--- config.mk ---
export PLATFORM = sky130hd
export DESIGN_NAME = spi_main
export DESIGN_NICKNAME = d
export VERILOG_FILES = /design/src/rtl/spi_main.sv
export SDC_FILE = /design/constraint.sdc
export NUM_CORES = 1
export LEC_CHECK = 0
export ABC_AREA = 1
export BUFFER_PORTS_ARGS = -buffer_cell sky130_fd_sc_hd__buf_2
export CAP_MARGIN = 5
export CELL_PAD_IN_SITES_DETAIL_PLACEMENT = 0
export CELL_PAD_IN_SITES_GLOBAL_PLACEMENT = 1
export CORE_ASPECT_RATIO = 1.4
export CORE_MARGIN = 1.5
export CORE_UTILIZATION = 39
export DETAILED_ROUTE_END_ITERATION = 16
export MAX_ROUTING_LAYER = met4
export PLACE_DENSITY = 0.79
export SLEW_MARGIN = 25
export SYNTH_ARGS = -nofsm -noshare
export SYNTH_HDL_FRONTEND = slang
export SYNTH_SLANG_ARGS = --single-unit
--- constraint.sdc ---
create_clock -name sclk -period 1.9 [get_ports sclk]
set_input_delay 0.095 -clock sclk [delete_from_list [all_inputs] [get_ports sclk]]
set_output_delay 0.095 -clock sclk [all_outputs]
set_load 0.02 [all_outputs]
--- src/rtl/spi_main.sv ---
// spi_main: SPI initiator that shifts out {op,addr,data} and captures the reply frame.
// Define SPI_MAIN_ECHO_CHECK_EN to flag replies whose echo differs from the request.
module spi_main #(
  parameter int ADDR_W     = 10,
  parameter int DATA_W     = 32,
  parameter int TA_CYCLES  = 2,
  parameter int GAP_CYCLES = 2
) (
  input  logic                         sclk,
  input  logic                         rst,
  input  logic                         req_valid,
  output logic                         req_ready,
  input  logic [1:0]                   req_op,
  input  logic [ADDR_W-1:0]            req_addr,
  input  logic [DATA_W-1:0]            req_wdata,
  output logic                         rsp_valid,
  output logic [2+ADDR_W+DATA_W-1:0]   rsp_frame,
  output logic [DATA_W-1:0]            rsp_data,
  output logic                         rsp_err,
  output logic                         busy,
  output logic                         cs_n,
  output logic                         mosi,
  input  logic                         miso
);

  localparam int FW   = 2 + ADDR_W + DATA_W;
  localparam int M1   = (TA_CYCLES > GAP_CYCLES) ? TA_CYCLES : GAP_CYCLES;
  localparam int MAXC = (FW > M1) ? FW : M1;
  localparam int CW   = (MAXC > 1) ? $clog2(MAXC) : 1;

  localparam logic [CW-1:0] FW_LD  = CW'(FW - 1);
  localparam logic [CW-1:0] TA_LD  = CW'(TA_CYCLES - 1);
  localparam logic [CW-1:0] GAP_LD = CW'(GAP_CYCLES - 1);

  typedef enum logic [2:0] {
    S_IDLE,
    S_CMD,
    S_TURN,
    S_RESP,
    S_GAP
  } state_e;

  state_e        state_q, state_d;
  logic [CW-1:0] cnt_q, cnt_d;
  logic [FW-1:0] tx_q, tx_d;
  logic [FW-2:0] rx_q, rx_d;
  logic [FW-1:0] frame_q, frame_d;
  logic          valid_q, valid_d;
  logic          cs_n_q, mosi_q;
  logic [FW-1:0] cap;
  logic          last;
  logic          done;

  assign cap  = {rx_q, miso};
  assign last = (cnt_q == '0);
  assign done = (state_q == S_RESP) && last;

  // tx_q rotates rather than shifts, so after FW bits it holds the request again
  always_comb begin
    state_d = state_q;
    cnt_d   = cnt_q;
    tx_d    = tx_q;
    rx_d    = rx_q;
    frame_d = frame_q;
    valid_d = 1'b0;
    unique case (state_q)
      S_IDLE: begin
        if (req_valid) begin
          state_d = S_CMD;
          cnt_d   = FW_LD;
          tx_d    = {req_op, req_addr, req_wdata};
        end
      end
      S_CMD: begin
        tx_d  = {tx_q[FW-2:0], tx_q[FW-1]};
        cnt_d = cnt_q - CW'(1);
        if (last) begin
          state_d = S_TURN;
          cnt_d   = TA_LD;
        end
      end
      S_TURN: begin
        cnt_d = cnt_q - CW'(1);
        if (last) begin
          state_d = S_RESP;
          cnt_d   = FW_LD;
        end
      end
      S_RESP: begin
        rx_d  = cap[FW-2:0];
        cnt_d = cnt_q - CW'(1);
        if (last) begin
          state_d = S_GAP;
          cnt_d   = GAP_LD;
          frame_d = cap;
          valid_d = 1'b1;
        end
      end
      S_GAP: begin
        cnt_d = cnt_q - CW'(1);
        if (last) begin
          state_d = S_IDLE;
          cnt_d   = '0;
        end
      end
      default: begin
        state_d = S_IDLE;
        cnt_d   = '0;
      end
    endcase
  end

  always_ff @(posedge sclk) begin
    if (rst) begin
      state_q <= S_IDLE;
      cnt_q   <= '0;
      tx_q    <= '0;
      rx_q    <= '0;
      frame_q <= '0;
      valid_q <= 1'b0;
    end else begin
      state_q <= state_d;
      cnt_q   <= cnt_d;
      tx_q    <= tx_d;
      rx_q    <= rx_d;
      frame_q <= frame_d;
      valid_q <= valid_d;
    end
  end

  always_ff @(negedge sclk) begin
    cs_n_q <= (state_q == S_IDLE) || (state_q == S_GAP);
    mosi_q <= (state_q == S_CMD) && tx_q[FW-1];
  end

`ifdef SPI_MAIN_ECHO_CHECK_EN
  logic err_q, err_d;
  logic hdr_bad, data_bad;

  assign hdr_bad  = cap[FW-1:DATA_W] != tx_q[FW-1:DATA_W];
  assign data_bad = (tx_q[FW-1:FW-2] == 2'b01) &&
                    (cap[DATA_W-1:0] != tx_q[DATA_W-1:0]);

  always_comb begin
    err_d = err_q;
    if (done) err_d = hdr_bad || data_bad;
  end

  always_ff @(posedge sclk) begin
    if (rst) err_q <= 1'b0;
    else     err_q <= err_d;
  end

  assign rsp_err = err_q;
`else
  assign rsp_err = 1'b0;
`endif

  assign req_ready = (state_q == S_IDLE) && !rst;
  assign busy      = (state_q != S_IDLE);
  assign rsp_valid = valid_q;
  assign rsp_frame = frame_q;
  assign rsp_data  = frame_q[DATA_W-1:0];
  assign cs_n      = cs_n_q;
  assign mosi      = mosi_q;

endmodule

After elaboration in Yosys (flattened, before gate mapping)

Index checks and enable logic that the tools add are counted.

Register bits after elaboration: 143
Output and inout bits: 82
Input port bits: 48
Word-level logic and storage cells: 46

Mux-type cells: 14
$add $sub $neg: 1
Bitwise gates (word level): 1
Reduce and logical (&&, ||, !) cells: 13
Eq/ne operators: 9

Operators with widths:

| kind                  | count |
|---|---|
| $pmux W44 S2          | 1 |
| $mux W44              | 1 |
| $mux W6               | 4 |
| $pmux W6 S4           | 1 |
| $mux W3               | 5 |
| $pmux W3 S5           | 1 |
| $ne A2 B2 Y1 const B  | 5 |
| $eq A3 B2 Y1 const B  | 2 |
| $logic_not A6 Y1      | 1 |
| $sub A6 B1 Y6 const B | 1 |
| $reduce_and A5 Y1     | 1 |
| $reduce_and A2 Y1     | 2 |
| $reduce_or A2 Y1      | 2 |
| $eq A3 B1 Y1 const B  | 1 |
| $eq A3 B3 Y1 const B  | 1 |
| $logic_not A3 Y1      | 1 |
| $reduce_bool A3 Y1    | 1 |
| $logic_and A1 B1 Y1   | 2 |
| $reduce_bool A2 Y1    | 1 |
| $logic_not A1 Y1      | 1 |
| $logic_or A1 B1 Y1    | 1 |
| $mux W1               | 1 |
| $not A1 Y1            | 1 |

Longest topological paths before layout

Depth in word-level cells: 3
Depth in mapped cells: 10
Gate-level depth less buffers: 9

==> out/qor.yml <==
via_count_of_the_first_global_routing_pass: 4585
max_cap_violations: 0
dieHeight_microns: 144.3
fp-row-count: 51
final.fill_count: 1336
setup_repair_after_global_routing_missed_its_margin: "yes"
finalWeightedCongestion: 0.7631
antenna_found_initial: 0
timing.critical_path.slowest_stage_cell: "dfxtp_2"
synth.ff_latch_count: 143
drive_above_1_share: 0.2288
setup_tns_ns: -0.05397
wl_met1_microns: 5447
crit_path_capture_type: "output pin"
syn_area_sq_mm: 0.005559
cp-start-kind: "flip-flop"
maxSlewViolCount: 0
max-slew-margin-rel: 0.4959
grt_overflow_total: 0
global_route_wire_length_before_repair_microns: 21070
detailroute.wirelength.met2_microns: 6278
postCtsSetupRepairBufs: 0
synth_nets: 721
routed_wirelength_microns: 12460
report.final.setup_viol: 2
cts_root_buffer: "clkbuf_16"
cts.reportedPaths.clkPinSlew_ns: 0.05
timing.clock.skew_ns: 0.04381
top_layer_used: "met4"
routed_via_density: 4.990
wl_per_cell_microns: 12.65
firstDrtPassIters: 5
final_util: 0.5117
synth_seq_area_share: 0.5150
power.ir.vdd_worst_mv: 0.7827
grt_usage: 0.1760
timing.critical_path.buf_inv: 1
hold_path.class: "input pin to flip-flop"
fp.coreArea_sq_mm: 0.01391
route.antenna.remaining_nets: 0
timing.critical_path.slowest_cell_delay_ns: 0.32
dp_hpwl_microns: 7632
crit_required_ns: 1.80
run_status: "complete, but fails checks"
multi_input_gate_area_sq_mm: 0.001974
clkLatencyLatePin_ns: 0.44
boundaryPins: 130
fp.dieW_microns: 103.9
maximum_fanout_along_the_worst_path: 1
drt_drc_violations_left: 0
total_length_of_routed_met3_wires_microns: 613
synth_top_family_by_area: "compound AO/OA/AOI/OAI gates"
synth.area.top_cells: "dfxtp_1 51%, a21oi_1 8.6%, o21ai_0 8.3%"
syn-instance-count: 672
yosys_warnings: 0
simple_gate_fraction_of_synth_area: 0.09476
clock_sinks: 143
timing.critical_path.max_delay_family: "flip-flops"
netlist-cell-type-count: 26
placed_instance_count: 910
post_synth.cell_area_avg_sq_um: 8.272
cts_tree: "yes"
area_delta_synth_final_pct: 28.04
htree_num_levels: 4
post-synth-top-area-cell: "dfxtp_1"
cts-buffers-inserted: 17
power.total_mw: 9.827
design.final.nets: 837
effective_utilization_at_floorplan: 0.3996
yosys.area.top_type_share: 0.5150
p_leak_nw: 2.967
start_to_end_type_of_the_worst_setup_path: "flip-flop to output pin"
synth-compound-area-share: 0.2575
report.final.hold_viol_count: 0
register_area_sq_mm: 0.002865
synth-xor-area-share: 0
grt_start_max_net_pins: 88
cp.arrival_ns: 1.83
1st_iter_drt_viols: 168
crit_path_cell_trace: "buf_6"
antenna-diode-count: 0
place_worst_setup_slack_ns: -0.00005118
route.vias.total: 4915
layout.cells.non_filler: 985
clk_path_buf_depth: 2
violations: "setup timing"
setup_slack_ns: -0.02712
synth.area.mux_share: 0
synth_adder_area_share: 0.002251
timing_worst_slew_pin_value_ns: 0.7561
pwr_density_cell_mw_per_mm2: 1381
die-area_sq_mm: 0.01499
numPortBuffers: 128
where the power goes:
group	internal, mW	switching [mW]
combinational	0.909	1.50
clock	2.20	1.30
sequential	3.60	0.323
total	6.71	3.12
flip-flops by register name (all words and copies together), names as in the netlist:
| name | cells |
|---|---|
| cnt_q | 6 |
| cs_n | 1 |
| mosi | 1 |
| rsp_frame | 44 |
| rsp_valid | 1 |
| rx_q | 43 |
| state_q | 3 |
| tx_q | 44 |
final cells by class:
cell class	instances	area share
Clock buffer	18	0.06029
Clock inverter	15	0.02742
Inverter	58	0.03111
Multi-Input combinational cell	386	0.2774
Sequential cell	143	0.4025
Tap cell	185	0.03252
Timing Repair Buffer	180	0.1687
worst paths after layout:
kind                 from       end  cells past startpoint  slack, ns
max reg2reg    state_q[2]      mosi                      3       0.11
min          req_wdata[6]   tx_q[6]                      3       0.02
min reg2reg      rx_q[11]  rx_q[11]                      2       0.47
max                  mosi      mosi                      1      -0.03
worst min-delay path, cell delays in order:
cell	delay [ns]
buf_2	0.09
o22ai_1	0.08
a21oi_1	0.12
cells in the mapped netlist:
cell type / instances
ha_1: 1
nor2_4: 2
nand2_4: 1
nor2_2: 1
a21oi_1: 96
buf_2: 19
dfxtp_1: 143
nand3_2: 2
o21a_1: 1
o21ai_0: 92
conb_1: 1
o2111ai_1: 1
buf_1: 5
clkbuf_1: 22
inv_1: 54
buf_6: 5
o22ai_1: 43
buf_4: 33
nand4_1: 1
nand3_1: 52
inv_2: 5
nand2_2: 2
o21ai_1: 41
nand3b_1: 1
nor2_1: 16
nand2_1: 32
layout by cell type (no fill, tap or decap):
cell type / instances
dfxtp_1: 141
nand2_4: 1
buf_12: 4
a21oi_1: 96
nor2_4: 2
buf_2: 126
dlygate4sd3_1: 43
inv_4: 1
nand3b_1: 1
nand3_2: 2
o21ai_1: 41
o2111ai_1: 1
nor2_1: 16
inv_6: 2
nand4_1: 1
nand2_1: 32
clkinv_4: 2
dfxtp_2: 2
bufinv_16: 4
conb_1: 1
clkinvlp_4: 3
o22ai_1: 43
nand3_1: 52
o21a_1: 1
nand2_2: 2
buf_6: 2
o21ai_0: 92
clkbuf_16: 17
clkinv_2: 3
buf_4: 5
ha_1: 1
inv_2: 4
clkbuf_1: 1
nor2_2: 1
inv_1: 54
layer usage:
layer	global-route usage	vias up
li1	-	2518
met1	0.1978	2252
met2	0.3053	135
met3	0.04642	10
met4	0.05848	0
met5	-	-
logic make-up (layout without fill, tap and decap cells):
family | Yosys count | count (layout)
compound gates | 274 | 274
flops | 143 | 143
buf+inv | 143 | 271
simple gates | 110 | 110
fa+ha+maj | 1 | 1
other cells | 1 | 1
per-stage QoR:
stage / hold WS, ns / cell area (sq um)
global placement: 0.3064 / 6050
finish: 0.01790 / 7118
CTS: 0.001991 / 7118
detailed placement: 0.3023 / 6050
floorplan: 0.1981 / 5559
global route: 0.04464 / 7118
what timing repair did:
action                     4_1_cts  5_1_grt
hold endpoints to repair        45        0
gates resized for setup          7        0
setup endpoints to repair        3        2
hold buffers                    43        0
(Power assumes the default switching activity.)
